### src/rtl/table_pix_arb_if.sv
// Bus bundle for table_pix_arb: requester handshake, response strobe and glyph-lookup datapath.
// Carries req_lock_i only when TABLE_PIX_ARB_LOCK_EN is defined.
interface table_pix_arb_if #(
    parameter int REQ_CNT = 2,
    parameter int NUM_W   = 5,
    parameter int PIX_X_W = 12,
    parameter int PIX_Y_W = 12
);
    logic [REQ_CNT-1:0]         req_valid_i;
    logic [REQ_CNT-1:0]         req_ready_o;
    logic [REQ_CNT*NUM_W-1:0]   req_num_i;
    logic [REQ_CNT*PIX_X_W-1:0] req_x_i;
    logic [REQ_CNT*PIX_Y_W-1:0] req_y_i;
`ifdef TABLE_PIX_ARB_LOCK_EN
    logic [REQ_CNT-1:0]         req_lock_i;
`endif
    logic [REQ_CNT-1:0]         rsp_valid_o;
    logic                       rsp_pix_o;
    logic [NUM_W-1:0]           lut_num_o;
    logic [PIX_X_W-1:0]         lut_x_o;
    logic [PIX_Y_W-1:0]         lut_y_o;
    logic                       lut_pix_i;

`ifdef TABLE_PIX_ARB_LOCK_EN
    modport master (
        output req_valid_i, req_num_i, req_x_i, req_y_i, req_lock_i, lut_pix_i,
        input  req_ready_o, rsp_valid_o, rsp_pix_o, lut_num_o, lut_x_o, lut_y_o
    );

    modport slave (
        input  req_valid_i, req_num_i, req_x_i, req_y_i, req_lock_i, lut_pix_i,
        output req_ready_o, rsp_valid_o, rsp_pix_o, lut_num_o, lut_x_o, lut_y_o
    );
`else
    modport master (
        output req_valid_i, req_num_i, req_x_i, req_y_i, lut_pix_i,
        input  req_ready_o, rsp_valid_o, rsp_pix_o, lut_num_o, lut_x_o, lut_y_o
    );

    modport slave (
        input  req_valid_i, req_num_i, req_x_i, req_y_i, lut_pix_i,
        output req_ready_o, rsp_valid_o, rsp_pix_o, lut_num_o, lut_x_o, lut_y_o
    );
`endif
endinterface

### src/rtl/table_pix_arb.sv
// Round-robin arbiter sharing one fixed-latency glyph-pixel lookup among REQ_CNT requesters.
// Optional grant lock per requester is enabled by defining TABLE_PIX_ARB_LOCK_EN.
module table_pix_arb #(
    parameter int REQ_CNT = 2,
    parameter int NUM_CNT = 31,
    parameter int NUM_W   = $clog2(NUM_CNT),
    parameter int PIX_X_W = 12,
    parameter int PIX_Y_W = 12,
    parameter int LUT_LAT = 1
) (
    input logic            clk_i,
    input logic            rst_n_i,
    table_pix_arb_if.slave bus
);
    localparam int PTR_W = (REQ_CNT > 1) ? $clog2(REQ_CNT) : 1;

    logic [PTR_W-1:0]   ptr;
    logic [PTR_W-1:0]   ptr_next;
    logic [PTR_W-1:0]   gnt_idx;
    logic [REQ_CNT-1:0] gnt;
    logic               hs;
    logic               lock_keep;
    logic [NUM_W-1:0]   gnt_num;
    logic [PIX_X_W-1:0] gnt_x;
    logic [PIX_Y_W-1:0] gnt_y;
    logic               gnt_oor;

    logic [NUM_W-1:0]   lut_num;
    logic [PIX_X_W-1:0] lut_x;
    logic [PIX_Y_W-1:0] lut_y;
    logic [REQ_CNT-1:0] rsp_valid;
    logic               rsp_pix;

    // Tag stages 0..LUT_LAT-1; the rsp_* registers form the final stage.
    logic [REQ_CNT-1:0] tag_id  [LUT_LAT];
    logic               tag_oor [LUT_LAT];

`ifdef TABLE_PIX_ARB_LOCK_EN
    logic [PTR_W-1:0]   last_id;
    logic               last_hs;
`endif

    // NOTE: every always_comb output gets a default first so no path can infer a latch.
    always_comb begin
        gnt       = '0;
        gnt_idx   = '0;
        lock_keep = 1'b0;
        hs        = |bus.req_valid_i;
        // Scan from the farthest offset down so the nearest valid requester at/after ptr wins.
        for (int i = REQ_CNT - 1; i >= 0; i--) begin
            if (bus.req_valid_i[(int'(ptr) + i) % REQ_CNT]) begin
                gnt_idx = PTR_W'((int'(ptr) + i) % REQ_CNT);
            end
        end
`ifdef TABLE_PIX_ARB_LOCK_EN
        if (last_hs && bus.req_valid_i[last_id] && bus.req_lock_i[last_id]) begin
            gnt_idx   = last_id;
            lock_keep = 1'b1;
        end
`endif
        gnt[gnt_idx] = hs;
    end

    always_comb begin
        gnt_num  = bus.req_num_i[gnt_idx*NUM_W +: NUM_W];
        gnt_x    = bus.req_x_i[gnt_idx*PIX_X_W +: PIX_X_W];
        gnt_y    = bus.req_y_i[gnt_idx*PIX_Y_W +: PIX_Y_W];
        gnt_oor  = 32'(gnt_num) >= 32'(NUM_CNT);
        ptr_next = ptr;
        if (hs && !lock_keep) begin
            ptr_next = (gnt_idx == PTR_W'(REQ_CNT - 1)) ? '0 : gnt_idx + 1'b1;
        end
    end

    // NOTE: sequential state is written with non-blocking assignments only, so every
    // register samples the pre-edge value of its neighbours.
    always_ff @(posedge clk_i or negedge rst_n_i) begin
        if (!rst_n_i) begin
            ptr       <= '0;
            lut_num   <= '0;
            lut_x     <= '0;
            lut_y     <= '0;
            rsp_valid <= '0;
            rsp_pix   <= 1'b0;
            // NOTE: the tag pipeline is reset deliberately; a stale tag would produce a
            // phantom response after reset.
            for (int k = 0; k < LUT_LAT; k++) begin
                tag_id[k]  <= '0;
                tag_oor[k] <= 1'b0;
            end
`ifdef TABLE_PIX_ARB_LOCK_EN
            last_id   <= '0;
            last_hs   <= 1'b0;
`endif
        end else begin
            ptr <= ptr_next;
            if (hs) begin
                lut_num <= gnt_num;
                lut_x   <= gnt_x;
                lut_y   <= gnt_y;
            end
            tag_id[0]  <= gnt;
            tag_oor[0] <= hs & gnt_oor;
            for (int k = 1; k < LUT_LAT; k++) begin
                tag_id[k]  <= tag_id[k-1];
                tag_oor[k] <= tag_oor[k-1];
            end
            rsp_valid <= tag_id[LUT_LAT-1];
            rsp_pix   <= bus.lut_pix_i & ~tag_oor[LUT_LAT-1] & (|tag_id[LUT_LAT-1]);
`ifdef TABLE_PIX_ARB_LOCK_EN
            last_id   <= gnt_idx;
            last_hs   <= hs;
`endif
        end
    end

    assign bus.req_ready_o = gnt;
    assign bus.rsp_valid_o = rsp_valid;
    assign bus.rsp_pix_o   = rsp_pix;
    assign bus.lut_num_o   = lut_num;
    assign bus.lut_x_o     = lut_x;
    assign bus.lut_y_o     = lut_y;
endmodule

### src/flat_wrapper.sv
// flat-port wrapper written by rule: the top's interface ports become plain ports
module table_pix_arb_flat 
#(
    parameter int REQ_CNT = 2,
    parameter int NUM_CNT = 31,
    parameter int NUM_W   = $clog2(NUM_CNT),
    parameter int PIX_X_W = 12,
    parameter int PIX_Y_W = 12,
    parameter int LUT_LAT = 1
)
  (clk_i, rst_n_i, bus_req_valid_i, bus_req_num_i, bus_req_x_i, bus_req_y_i, bus_lut_pix_i, bus_req_ready_o, bus_rsp_valid_o, bus_rsp_pix_o, bus_lut_num_o, bus_lut_x_o, bus_lut_y_o);
  table_pix_arb_if #(.REQ_CNT(REQ_CNT), .NUM_W(NUM_W), .PIX_X_W(PIX_X_W), .PIX_Y_W(PIX_Y_W)) bus_i ();
  input logic clk_i;
  input logic rst_n_i;
  input wire logic [$bits(bus_i.req_valid_i)-1:0] bus_req_valid_i;
  input wire logic [$bits(bus_i.req_num_i)-1:0] bus_req_num_i;
  input wire logic [$bits(bus_i.req_x_i)-1:0] bus_req_x_i;
  input wire logic [$bits(bus_i.req_y_i)-1:0] bus_req_y_i;
  input wire logic [$bits(bus_i.lut_pix_i)-1:0] bus_lut_pix_i;
  output wire logic [$bits(bus_i.req_ready_o)-1:0] bus_req_ready_o;
  output wire logic [$bits(bus_i.rsp_valid_o)-1:0] bus_rsp_valid_o;
  output wire logic [$bits(bus_i.rsp_pix_o)-1:0] bus_rsp_pix_o;
  output wire logic [$bits(bus_i.lut_num_o)-1:0] bus_lut_num_o;
  output wire logic [$bits(bus_i.lut_x_o)-1:0] bus_lut_x_o;
  output wire logic [$bits(bus_i.lut_y_o)-1:0] bus_lut_y_o;
  assign bus_i.req_valid_i = bus_req_valid_i;
  assign bus_i.req_num_i = bus_req_num_i;
  assign bus_i.req_x_i = bus_req_x_i;
  assign bus_i.req_y_i = bus_req_y_i;
  assign bus_i.lut_pix_i = bus_lut_pix_i;
  assign bus_req_ready_o = bus_i.req_ready_o;
  assign bus_rsp_valid_o = bus_i.rsp_valid_o;
  assign bus_rsp_pix_o = bus_i.rsp_pix_o;
  assign bus_lut_num_o = bus_i.lut_num_o;
  assign bus_lut_x_o = bus_i.lut_x_o;
  assign bus_lut_y_o = bus_i.lut_y_o;
  table_pix_arb #(.REQ_CNT(REQ_CNT), .NUM_CNT(NUM_CNT), .NUM_W(NUM_W), .PIX_X_W(PIX_X_W), .PIX_Y_W(PIX_Y_W), .LUT_LAT(LUT_LAT)) u_core (.clk_i(clk_i), .rst_n_i(rst_n_i), .bus(bus_i));
endmodule
### config.mk
export PLATFORM = sky130hd
export DESIGN_NAME = table_pix_arb_flat
export DESIGN_NICKNAME = d
export VERILOG_FILES = /design/src/rtl/table_pix_arb_if.sv /design/src/rtl/table_pix_arb.sv /design/src/flat_wrapper.sv
export SDC_FILE = /design/constraint.sdc
export NUM_CORES = 1
export LEC_CHECK = 0
export BUFFER_PORTS_ARGS = -buffer_cell sky130_fd_sc_hd__buf_2
export CAP_MARGIN = 10
export CORE_ASPECT_RATIO = 2
export CORE_MARGIN = 8
export CORE_UTILIZATION = 25
export DETAILED_ROUTE_END_ITERATION = 12
export SYNTH_ARGS = -nofsm -noshare
export SYNTH_HDL_FRONTEND = slang
export SYNTH_SLANG_ARGS = --single-unit
### constraint.sdc
create_clock -name clk_i -period 1.48 [get_ports clk_i]
set_clock_uncertainty 0.05 [all_clocks]
set_input_delay 0.222 -clock clk_i [delete_from_list [all_inputs] [get_ports clk_i]]
set_output_delay 0.222 -clock clk_i [all_outputs]
set_load 0.02 [all_outputs]
==> parameters.txt, run 1 <==
Parameter                              Value

Status
  Result of the run    finished, final reports clean

Logic synthesis
  Average footprint of a synthesized cell    10.5 sq um
  Synthesized instance count    156
  Number of unique standard cell types used by synthesis    24
  Register area share after synthesis    54.9%
  Synthesized netlist net count    between 200 and 250
  Cell area after synthesis    0.00164 sq mm
  Seq cells post-synth    36
  Number of warnings reported in the yosys synthesis log    0

Worst hold path
  Critical hold path startpoint    bus_req_x_i[6]
  Hold Crit Depth    3
  Worst Hold Class    in2reg
  Hold Crit Endpoint    u_core.bus.lut_x_o[6]$_DFFE_PN0N_

Layout
  Post-layout instance count excluding filler cells    347
  Number of antenna diodes    0
  Finished Cell Area    0.00240 sq mm
  Fraction of final layout cells with drive strength greater than 1    49.0%
  Final net count    roughly 320
  Final-layout fill cell count    665
  Post-synthesis to final-layout area growth    46.6%

Setup path
  Worst path slowest cell    dfrtp_1
  Crit path largest cell delay    0.38 ns
  Combined buffer and inverter count along the critical path    2
  Highest fanout seen on the critical path    3
  Sort of element at the start of the critical path    flip-flop
  Reg2Reg Capture Point    u_core.bus.lut_x_o[3]$_DFFE_PN0N_
  Reg-to-reg setup timing slack    around 0.17 ns
  Data arrival, critical path    1.17 ns
  Ordered list of cells on the worst path    buf_4, a21boi_4, buf_2
  Worst Setup SP    u_core.ptr$_DFFE_PN0N_
  Startpoint of the worst-slack reg-to-reg timing path    u_core.ptr$_DFFE_PN0N_
  Gate family responsible for the most delay along the worst path    flip-flops
  R2R cell count    5
  Critical setup path kind    reg2out
  Crit end category    primary output
  Critical path data required time    1.21 ns

Global routing
  Pin count of the biggest net entering global routing    32
  Antenna violations before repair    0
  Global-route wire length before repair    ~8700 um
  Overflow left after global routing    0
  Global-route total usage across every layer    11.5%
  Via count of the first global-routing pass    1809

Routing
  Post-DR wirelength/cell    15.2 um
  Number of iterations in the first detailed-routing pass    4
  Final ANT Viol Nets    0
  Via/cell ratio    4.61
  Violation count after the first detailed-routing iteration    57
  Remaining routing DRC violations    0
  Vias after detailed routing    1599
  Detailed-route wire length    5260 um

Job
  Max-Cap Viols    0

STA
  Period minus WS final    about 1.4 ns
  Final hold slack    0.0924 ns
  Slew Viols, Final    0
  Slew at the pin closest to its max-slew limit    0.991 ns
  Maximum clock frequency    693 MHz
  Final count of hold timing violations    0
  Portion of the clock cycle consumed by the worst path in the final layout    between 90% and 100%
  Total setup violations reported at the end of the flow    0
  Summed negative setup slack over all endpoints    0 ns
  Rel. slew slack    33.9%
  Setup repair after global routing missed its margin    no

Placed design
  Area post-placement    about 0.0022 sq mm
  Detailed-placement wirelength estimate    4120 um
  Number of input and output port buffers inserted    96
  Gpl congestion    0.730
  Number of placed instances with taps included    334

Floorplanning
  Initial Utilization    between 20% and 30%
  Horiz. Die Dim    73.3 um
  Chip Height    ~130 um
  Io pins    97
  Area inside the core boundary    0.00646 sq mm
  Row cnt    42
  Total die area    0.00957 sq mm

Power and ir drop
  Overall power consumption    3.01 mW
  Power density over the cells    1250 mW/mm^2
  Static power due to leakage    1.25 nW
  Maximum resistive drop on vdd    roughly 0.00062 V

Clock tree
  Root buffer cell    clkbuf_16
  Largest buffer count on any clock path    2
  Post-CTS resize count    0
  CTS Sinks    36
  Total clock buffers created by CTS    5
  Clock latency at the later pin of the worst-skew pair    0.27 ns
  H-tree lvl count    2
  Clock transition at the registers of the reported paths    approximately 0.05 ns
  TritonCTS clock tree    yes
## timing repair
action                                 4_1_cts  5_1_grt
endpoints found under the hold margin       36        0
setup buffers                                2        2
hold buffers                                 1        0
setup endpoints to repair                    1        1
## worst reg2reg max path: stages (launching register included)
cell and delay [ns]:
dfrtp_1 0.38, nand2b_4 0.16, buf_4 0.14, buf_4 0.17, a32oi_1 0.21, nand2_1 0.08
## worst max-delay path by stage
stage / cells past startpoint / endpoint / slack, ns
6_report: 3 / bus_req_ready_o[0] / 0.04
5_1_grt: 3 / bus_req_ready_o[0] / 0.003
4_1_cts: 3 / bus_req_ready_o[1] / 0.02
3_5_place_dp: 4 / u_core.bus.lut_y_o[4]$_DFFE_PN0N_ / 0.007
3_3_place_gp: 4 / u_core.bus.lut_num_o[0]$_DFFE_PN0N_ / 0.03
2_1_floorplan: 4 / bus_req_ready_o[1] / 0.26
## state kept, by name, summed over array words and instances (netlist names)
| name | count |
|---|---|
| u_core.bus.lut_x_o | 12 |
| u_core.bus.lut_y_o | 12 |
| u_core.bus.lut_num_o | 5 |
| u_core.bus.rsp_valid_o | 2 |
| u_core.tag_id | 2 |
| u_core.bus.rsp_pix_o | 1 |
| u_core.ptr | 1 |
| u_core.tag_oor | 1 |
## final cells by class
type	instances	area, sq um	area share [%]
Clock buffer	6	129	5.36
Tap cell	88	110	4.58
Multi-Input combinational cell	101	618	25.7
Clock inverter	2	35.0	1.46
Inverter	5	18.8	0.780
Timing Repair Buffer	109	593	24.7
Sequential cell	36	901	37.5
## cell families (layout without fill, tap and decap cells)
logic type | count (synthesis) | in the layout | synth area share, %
flops | 36 | 36 | 54.9
simple gates | 60 | 60 | 15.7
buf+inv | 19 | 122 | 7.40
compound gates | 37 | 37 | 19.2
mux | 4 | 4 | 2.75
## where the power goes
group | internal [mW] | switching, mW
Clock | 0.791 | 0.383
Sequential | 1.10 | 0.0632
Combinational | 0.271 | 0.402
Total | 2.16 | 0.849
## cell usage in the layout (no fill, tap or decap), types with 4 or more instances in the layout
cell and n:
clkbuf_16 5, buf_2 96, inv_1 5, nand2_1 51
a21oi_2 4, dfrtp_1 36, a32oi_1 25, buf_4 11
mux2_2 4, o22ai_1 4
## metal layers
metal | global-route usage (%) | wire length, um
met2 | 18.2 | 2300
met5 | 0 | 0
met3 | 6.12 | 714
met4 | 4.28 | 72
met1 | 12.8 | 2180
## stage by stage
| stage | utilization (%) | worst slack [ns] |
|---|---|---|
| final | 37.2 | 0.0379 |
| after detailed placement | 34.0 | 0.00744 |
| after floorplan | - | 0.255 |
| after CTS | 37.0 | 0.0220 |
| after global placement | 34.0 | 0.0350 |
| after global routing | 37.2 | 0.00349 |
## cells in the mapped netlist
cell | instances | area share, %
and2_4 | 1 | 0.53
a21oi_1 | 1 | 0.30
a21boi_4 | 1 | 1.1
o21ai_0 | 1 | 0.30
and4_1 | 1 | 0.53
nand4_1 | 1 | 0.38
a21oi_2 | 4 | 2.1
nor2_1 | 1 | 0.23
mux2_2 | 4 | 2.7
a21o_1 | 1 | 0.46
nor3b_1 | 1 | 0.46
nand3_1 | 1 | 0.30
buf_6 | 5 | 3.4
nand2_1 | 51 | 12
o22ai_1 | 4 | 1.5
and2_1 | 1 | 0.38
clkbuf_1 | 3 | 0.69
dfrtp_1 | 36 | 55
nand2b_4 | 1 | 0.84
buf_2 | 4 | 1.2
buf_4 | 2 | 0.92
inv_1 | 5 | 1.1
nor2_2 | 1 | 0.38
a32oi_1 | 25 | 13
(Power assumes the default switching activity.)
==> run 2, diff against run 1 <==
==> constraint.sdc (replaced) <==
create_clock -name clk_i -period 1.4 [get_ports clk_i]
set_clock_uncertainty 0.05 [all_clocks]
set_input_delay 0.21 -clock clk_i [delete_from_list [all_inputs] [get_ports clk_i]]
set_output_delay 0.21 -clock clk_i [all_outputs]
set_load 0.02 [all_outputs]
==> run 2 against run 1 <==
Global-route usage down 0.26 points. Count of clock-buffer cells in the layout shrank 1. Critical path type unchanged. Combinational power increased by 8.5%. Worst hold slack worse by 0.012 ns. Die area did not move.
==> parameters.txt, run 2 (synthesis results as in run 1) <==
Parameter                              Value

Status
  Result of the run    finished, final reports clean

Power and ir drop
  Overall power consumption    between 3 and 4 mW
  Static power due to leakage    about 1.3 nW
  Power density over the cells    1310 mW/mm^2
  Maximum resistive drop on vdd    about 0.0010 V

Clock tree
  Clock latency at the later pin of the worst-skew pair    0.28 ns
  Total clock buffers created by CTS    5
  Root buffer cell    clkbuf_16
  H-tree lvl count    2
  Largest buffer count on any clock path    2
  TritonCTS clock tree    yes
  CTS Sinks    36
  Clock transition at the registers of the reported paths    0.05 ns

Routing
  Vias after detailed routing    1560
  Final ANT Viol Nets    0
  Remaining routing DRC violations    0
  Detailed-route wire length    around 5000 um
  Number of iterations in the first detailed-routing pass    4
  Violation count after the first detailed-routing iteration    51
  Via/cell ratio    4.47
  Post-DR wirelength/cell    14.6 um

Setup path
  Ordered list of cells on the worst path    nand2b_4, and2_4, buf_6
  Worst path slowest cell    dfrtp_1
  Startpoint of the worst-slack reg-to-reg timing path    u_core.ptr$_DFFE_PN0N_
  Combined buffer and inverter count along the critical path    1
  Reg-to-reg setup timing slack    0.10 ns
  Critical setup path kind    reg2out
  Gate family responsible for the most delay along the worst path    flip-flops
  Sort of element at the start of the critical path    flip-flop
  Critical path data required time    1.14 ns
  R2R cell count    5
  Reg2Reg Capture Point    u_core.bus.lut_x_o[8]$_DFFE_PN0N_
  Highest fanout seen on the critical path    5
  Data arrival, critical path    1.12 ns
  Crit path largest cell delay    around 0.4 ns
  Crit end category    primary output

STA
  Portion of the clock cycle consumed by the worst path in the final layout    98.6%
  Slew at the pin closest to its max-slew limit    slightly above 0.4 ns
  Summed negative setup slack over all endpoints    0 ns
  Maximum clock frequency    724 MHz
  Slew Viols, Final    0
  Final count of hold timing violations    0
  Setup slack of the critical path after layout    0.0194 ns
  Rel. slew slack    roughly 73%
  Period minus WS final    1.38 ns
  Final hold slack    around 0.080 ns
  Total setup violations reported at the end of the flow    0
  Setup repair after global routing missed its margin    yes

Worst hold path
  Hold Crit Depth    3
  Hold Crit Endpoint    u_core.bus.lut_y_o[11]$_DFFE_PN0N_
  Worst Hold Class    in2reg
  Critical hold path startpoint    bus_req_y_i[11]

Layout
  Final net count    323
  Fraction of final layout cells with drive strength greater than 1    between 40% and 50%
  Final cell utilization of the core    37.9%
  Number of antenna diodes    0
  Commonest non-fill, non-tap cell in the layout    buf_2
  Highest-count cells in the layout ignoring fill and taps    94 x buf_2, 51 x nand2_1, 36 x dfrtp_1
  Finished Cell Area    0.00245 sq mm
  Post-synthesis to final-layout area growth    49.4%
  Final-layout fill cell count    ~670
  Post-layout instance count excluding filler cells    349

Global routing
  Global-route wire length before repair    8420 um
  Pin count of the biggest net entering global routing    26
  Via count of the first global-routing pass    1731
  Global-route total usage across every layer    11.3%
  Antenna violations before repair    0
  Overflow left after global routing    0

Placed design
  Number of input and output port buffers inserted    96
  Detailed-placement wirelength estimate    slightly above 4000 um
  Placement Setup Slack    ~0.19 ns
  Gpl congestion    0.909
  Number of placed instances with taps included    335
  Area post-placement    0.00222 sq mm

Floorplanning
  Row cnt    42
  Area inside the core boundary    0.00646 sq mm
  Horiz. Die Dim    73.3 um
  Initial Utilization    roughly a quarter
  Io pins    97
  Total die area    0.00957 sq mm
  Chip Height    131 um

Job
  Max-Cap Viols    0
[run 2: cell types whose count changed in the layout (fill, tap and decap cells not counted), sizes merged]
| cell | delta |
|---|---|
| buf | +1 |
| nand2b | +1 |
| clkbuf | -1 |
| clkinvlp | +1 |
[run 2: area by class of cell]
| cell class | instances | area [sq um] | share of cell area, % |
|---|---|---|---|
| Clock buffer | 5 | 125 | 5.11 |
| Clock inverter | 3 | 42.5 | 1.74 |
| Inverter | 5 | 18.8 | 0.766 |
| Multi-Input combinational cell | 102 | 627 | 25.6 |
| Sequential cell | 36 | 901 | 36.8 |
| Tap cell | 88 | 110 | 4.49 |
| Timing Repair Buffer | 110 | 626 | 25.5 |
[run 2: worst reg2reg max path: stages, from the launching register on]
cell      delay (ns)
dfrtp_1         0.39
nand2b_4        0.16
buf_4           0.13
buf_4           0.17
a32oi_1         0.21
nand2_1         0.07
[run 2: per-layer routing]
metal  share of wire [%]  global-route usage [%]  vias up
met5                   0                       0        -
met4                 1.3                    4.63        0
met3                  13                    5.05        7
met2                  43                    17.1       89
met1                  42                    13.4      701
li1                    -                       -      763
[run 2: how the worst max path moves through the flow]
stage	from	endpoint	slack (ns)	cells past startpoint
after floorplan	u_core.ptr$_DFFE_PN0N_	bus_req_ready_o[1]	0.19	4
after global placement	u_core.ptr$_DFFE_PN0N_	u_core.bus.lut_y_o[3]$_DFFE_PN0N_	0.24	5
after detailed placement	u_core.ptr$_DFFE_PN0N_	u_core.bus.lut_y_o[9]$_DFFE_PN0N_	0.19	4
after CTS	u_core.ptr$_DFFE_PN0N_	bus_req_ready_o[1]	-0.006	3
after global routing	u_core.ptr$_DFFE_PN0N_	bus_req_ready_o[1]	-0.01	3
final	u_core.ptr$_DFFE_PN0N_	bus_req_ready_o[1]	0.02	3
[run 2: timing repair]
item                       4_1_cts  5_1_grt
hold endpoints to repair        16        0
resized for setup                3        1
gates cloned                     0        1
pin swaps                        1        1
hold buffers                     1        0
setup endpoints to repair        2        2
setup buffers                    2        2
[run 2: power breakdown]
| group | leakage [nW] | switching, mW | total, mW | internal [mW] |
|---|---|---|---|---|
| Combinational | 0.750 | 0.427 | 0.730 | 0.303 |
| Sequential | 0.437 | 0.0649 | 1.23 | 1.16 |
| Clock | 0.0798 | 0.421 | 1.26 | 0.835 |
==> run 3, diff against run 2 <==
--- a/config.mk
+++ b/config.mk
@@ -14,3 +14,4 @@
 export SYNTH_ARGS = -nofsm -noshare
 export SYNTH_HDL_FRONTEND = slang
 export SYNTH_SLANG_ARGS = --single-unit
+export TNS_END_PERCENT = 50
==> constraint.sdc (replaced) <==
create_clock -name clk_i -period 1.5 [get_ports clk_i]
set_clock_uncertainty 0.05 [all_clocks]
set_input_delay 0.3 -clock clk_i [delete_from_list [all_inputs] [get_ports clk_i]]
set_output_delay 0.3 -clock clk_i [all_outputs]
set_load 0.02 [all_outputs]
==> run 3 against run 2 <==
Core utilization is 0.56 points lower. Routed wire length is 1.4% lower. Highest routed layer unchanged. Flip-flop and latch count unchanged. Worst setup slack improved by 0.028 ns. Sequential power is 7% lower. Combinational power shrank 8.2%. Critical path depth stayed put. Die area unchanged. Design area decreased by 1.5%.
==> parameters.txt, run 3 (synthesis results as in run 1) <==
Parameter                              Value

STA
  Total setup violations reported at the end of the flow    0
  Maximum clock frequency    between 600 and 700 MHz
  Final hold slack    0.165 ns
  Portion of the clock cycle consumed by the worst path in the final layout    between 90% and 100%
  Slew Viols, Final    0
  Setup repair after global routing missed its margin    yes
  Slew at the pin closest to its max-slew limit    0.333 ns
  Final count of hold timing violations    0
  Period minus WS final    1.45 ns
  Rel. slew slack    77.8%

Placed design
  Gpl congestion    between 0.7 and 0.8
  Detailed-placement wirelength estimate    4080 um
  Number of input and output port buffers inserted    96
  Number of placed instances with taps included    around 340

Global routing
  Via count of the first global-routing pass    roughly 1800
  Overflow left after global routing    0
  Global-route total usage across every layer    11.2%
  Global-route wire length before repair    8300 um
  Antenna violations before repair    0
  Pin count of the biggest net entering global routing    26

Job
  Max-Cap Viols    0

Layout
  Post-synthesis to final-layout area growth    47.1%
  Fraction of final layout cells with drive strength greater than 1    49.6%
  Final net count    322
  Commonest non-fill, non-tap cell in the layout    buf_2
  Final-layout fill cell count    660
  Number of antenna diodes    0
  Highest-count cells in the layout ignoring fill and taps    94 x buf_2, 51 x nand2_1, 36 x dfrtp_1
  Sequential cell area    901 sq um
  Post-layout instance count excluding filler cells    348
  Area of the multi-input gates    618 sq um

Clock tree
  CTS Sinks    36
  H-tree lvl count    2
  Largest buffer count on any clock path    2
  Clock transition at the registers of the reported paths    0.06 ns
  Root buffer cell    clkbuf_16
  Clock latency at the later pin of the worst-skew pair    between 0.2 and 0.3 ns
  Total clock buffers created by CTS    5
  TritonCTS clock tree    yes

Power and ir drop
  Power density over the cells    1170 mW/mm^2
  Overall power consumption    2.83 mW
  Maximum resistive drop on vdd    0.000492 V
  Static power due to leakage    around 1.3 nW

Worst hold path
  Worst Hold Class    in2reg

Floorplanning
  Total die area    0.00957 sq mm
  Horiz. Die Dim    73.3 um
  Area inside the core boundary    0.00646 sq mm
  Row cnt    between 40 and 50
  Chip Height    ~130 um
  Io pins    97
  Initial Utilization    25.4%

Setup path
  Highest fanout seen on the critical path    3
  Crit path largest cell delay    0.39 ns
  Critical path data required time    around 1.2 ns
  Worst path slowest cell    dfrtp_1
  Data arrival, critical path    1.10 ns
  Gate family responsible for the most delay along the worst path    flip-flops
  Combined buffer and inverter count along the critical path    1
  Sort of element at the start of the critical path    flip-flop
  Crit end category    primary output
  Critical setup path kind    reg2out
  Ordered list of cells on the worst path    nand2b_4, and2_4, buf_6

Routing
  Number of iterations in the first detailed-routing pass    4
  Detailed-route wire length    5040 um
  Violation count after the first detailed-routing iteration    60
  Remaining routing DRC violations    0
  Post-DR wirelength/cell    14.5 um
  Vias after detailed routing    1564
  Final ANT Viol Nets    0
  Via/cell ratio    4.49

Status
  Result of the run    finished, final reports clean
## run 3: cell types whose count changed in the layout (fill, tap and decap cells not counted)
cell,change
nand2b_2,-1
clkinvlp_4,-1
bufinv_16,-1
clkinv_2,+1
clkbuf_8,+1
buf_12,-1
buf_6,+1
## run 3: worst paths after layout
check	startpoint	to	slack, ns	depth (start not counted)
setup reg to reg	u_core.ptr$_DFFE_PN0N_	u_core.bus.lut_x_o[8]$_DFFE_PN0N_	0.14	7
max in group asynchronous	rst_n_i	u_core.bus.lut_x_o[10]$_DFFE_PN0N_	0.50	3
setup / recovery	u_core.ptr$_DFFE_PN0N_	bus_req_ready_o[1]	0.05	3
hold reg to reg	u_core.tag_id[1]$_DFF_PN0_	u_core.bus.rsp_valid_o[1]$_DFF_PN0_	0.33	0
hold / removal	bus_req_y_i[8]	u_core.bus.lut_y_o[8]$_DFFE_PN0N_	0.17	3
min in group asynchronous	rst_n_i	u_core.bus.lut_num_o[3]$_DFFE_PN0N_	0.41	2
## run 3: area by class of cell
cell class              instances  share of cell area [%]
flip-flops and latches         36                    37.3
well taps                      88                    4.56
inverters                       5                   0.778
repair buffers                110                    25.6
clock buffers                   6                    5.75
clock inverters                 2                   0.415
multi-input cells             101                    25.6
## run 3: worst min-delay path: stages
cell and delay (ns):
buf_2 0.08, nand2_1 0.04, nand2_1 0.05
## run 3: metrics by stage
stage | utilization (%) | TNS [ns] | worst slack (ns) | area, sq um
after floorplan | - | 0 | 0.197 | 1640
after global placement | 34.3 | 0 | 0.201 | 2220
after detailed placement | 34.3 | 0 | 0.183 | 2220
after CTS | 36.9 | 0 | 0.00514 | 2390
after global routing | 37.3 | -0.0130 | -0.00978 | 2410
final | 37.3 | 0 | 0.0471 | 2410
## run 3: layer usage
| metal | GRT usage, % | up-vias | share of wire [%] |
|---|---|---|---|
| met5 | 0 | - | 0 |
| met4 | 5.11 | 0 | 2.0 |
| met3 | 5.50 | 8 | 12 |
| met2 | 17.5 | 92 | 43 |
| met1 | 12.4 | 708 | 43 |
| li1 | - | 756 | - |
## run 3: where the power goes
group          switching (mW)  internal (mW)
combinational           0.394          0.276
clock                   0.359          0.653
sequential             0.0635           1.09
## run 3: what timing repair did
| action | 4_1_cts | 5_1_grt |
|---|---|---|
| setup buffers | 1 | 2 |
| gates resized for setup | 2 | 3 |
| hold buffers | 1 | 0 |
| hold endpoints to repair | 13 | 0 |
| setup endpoints to repair | 2 | 2 |
| pin swaps | 0 | 1 |
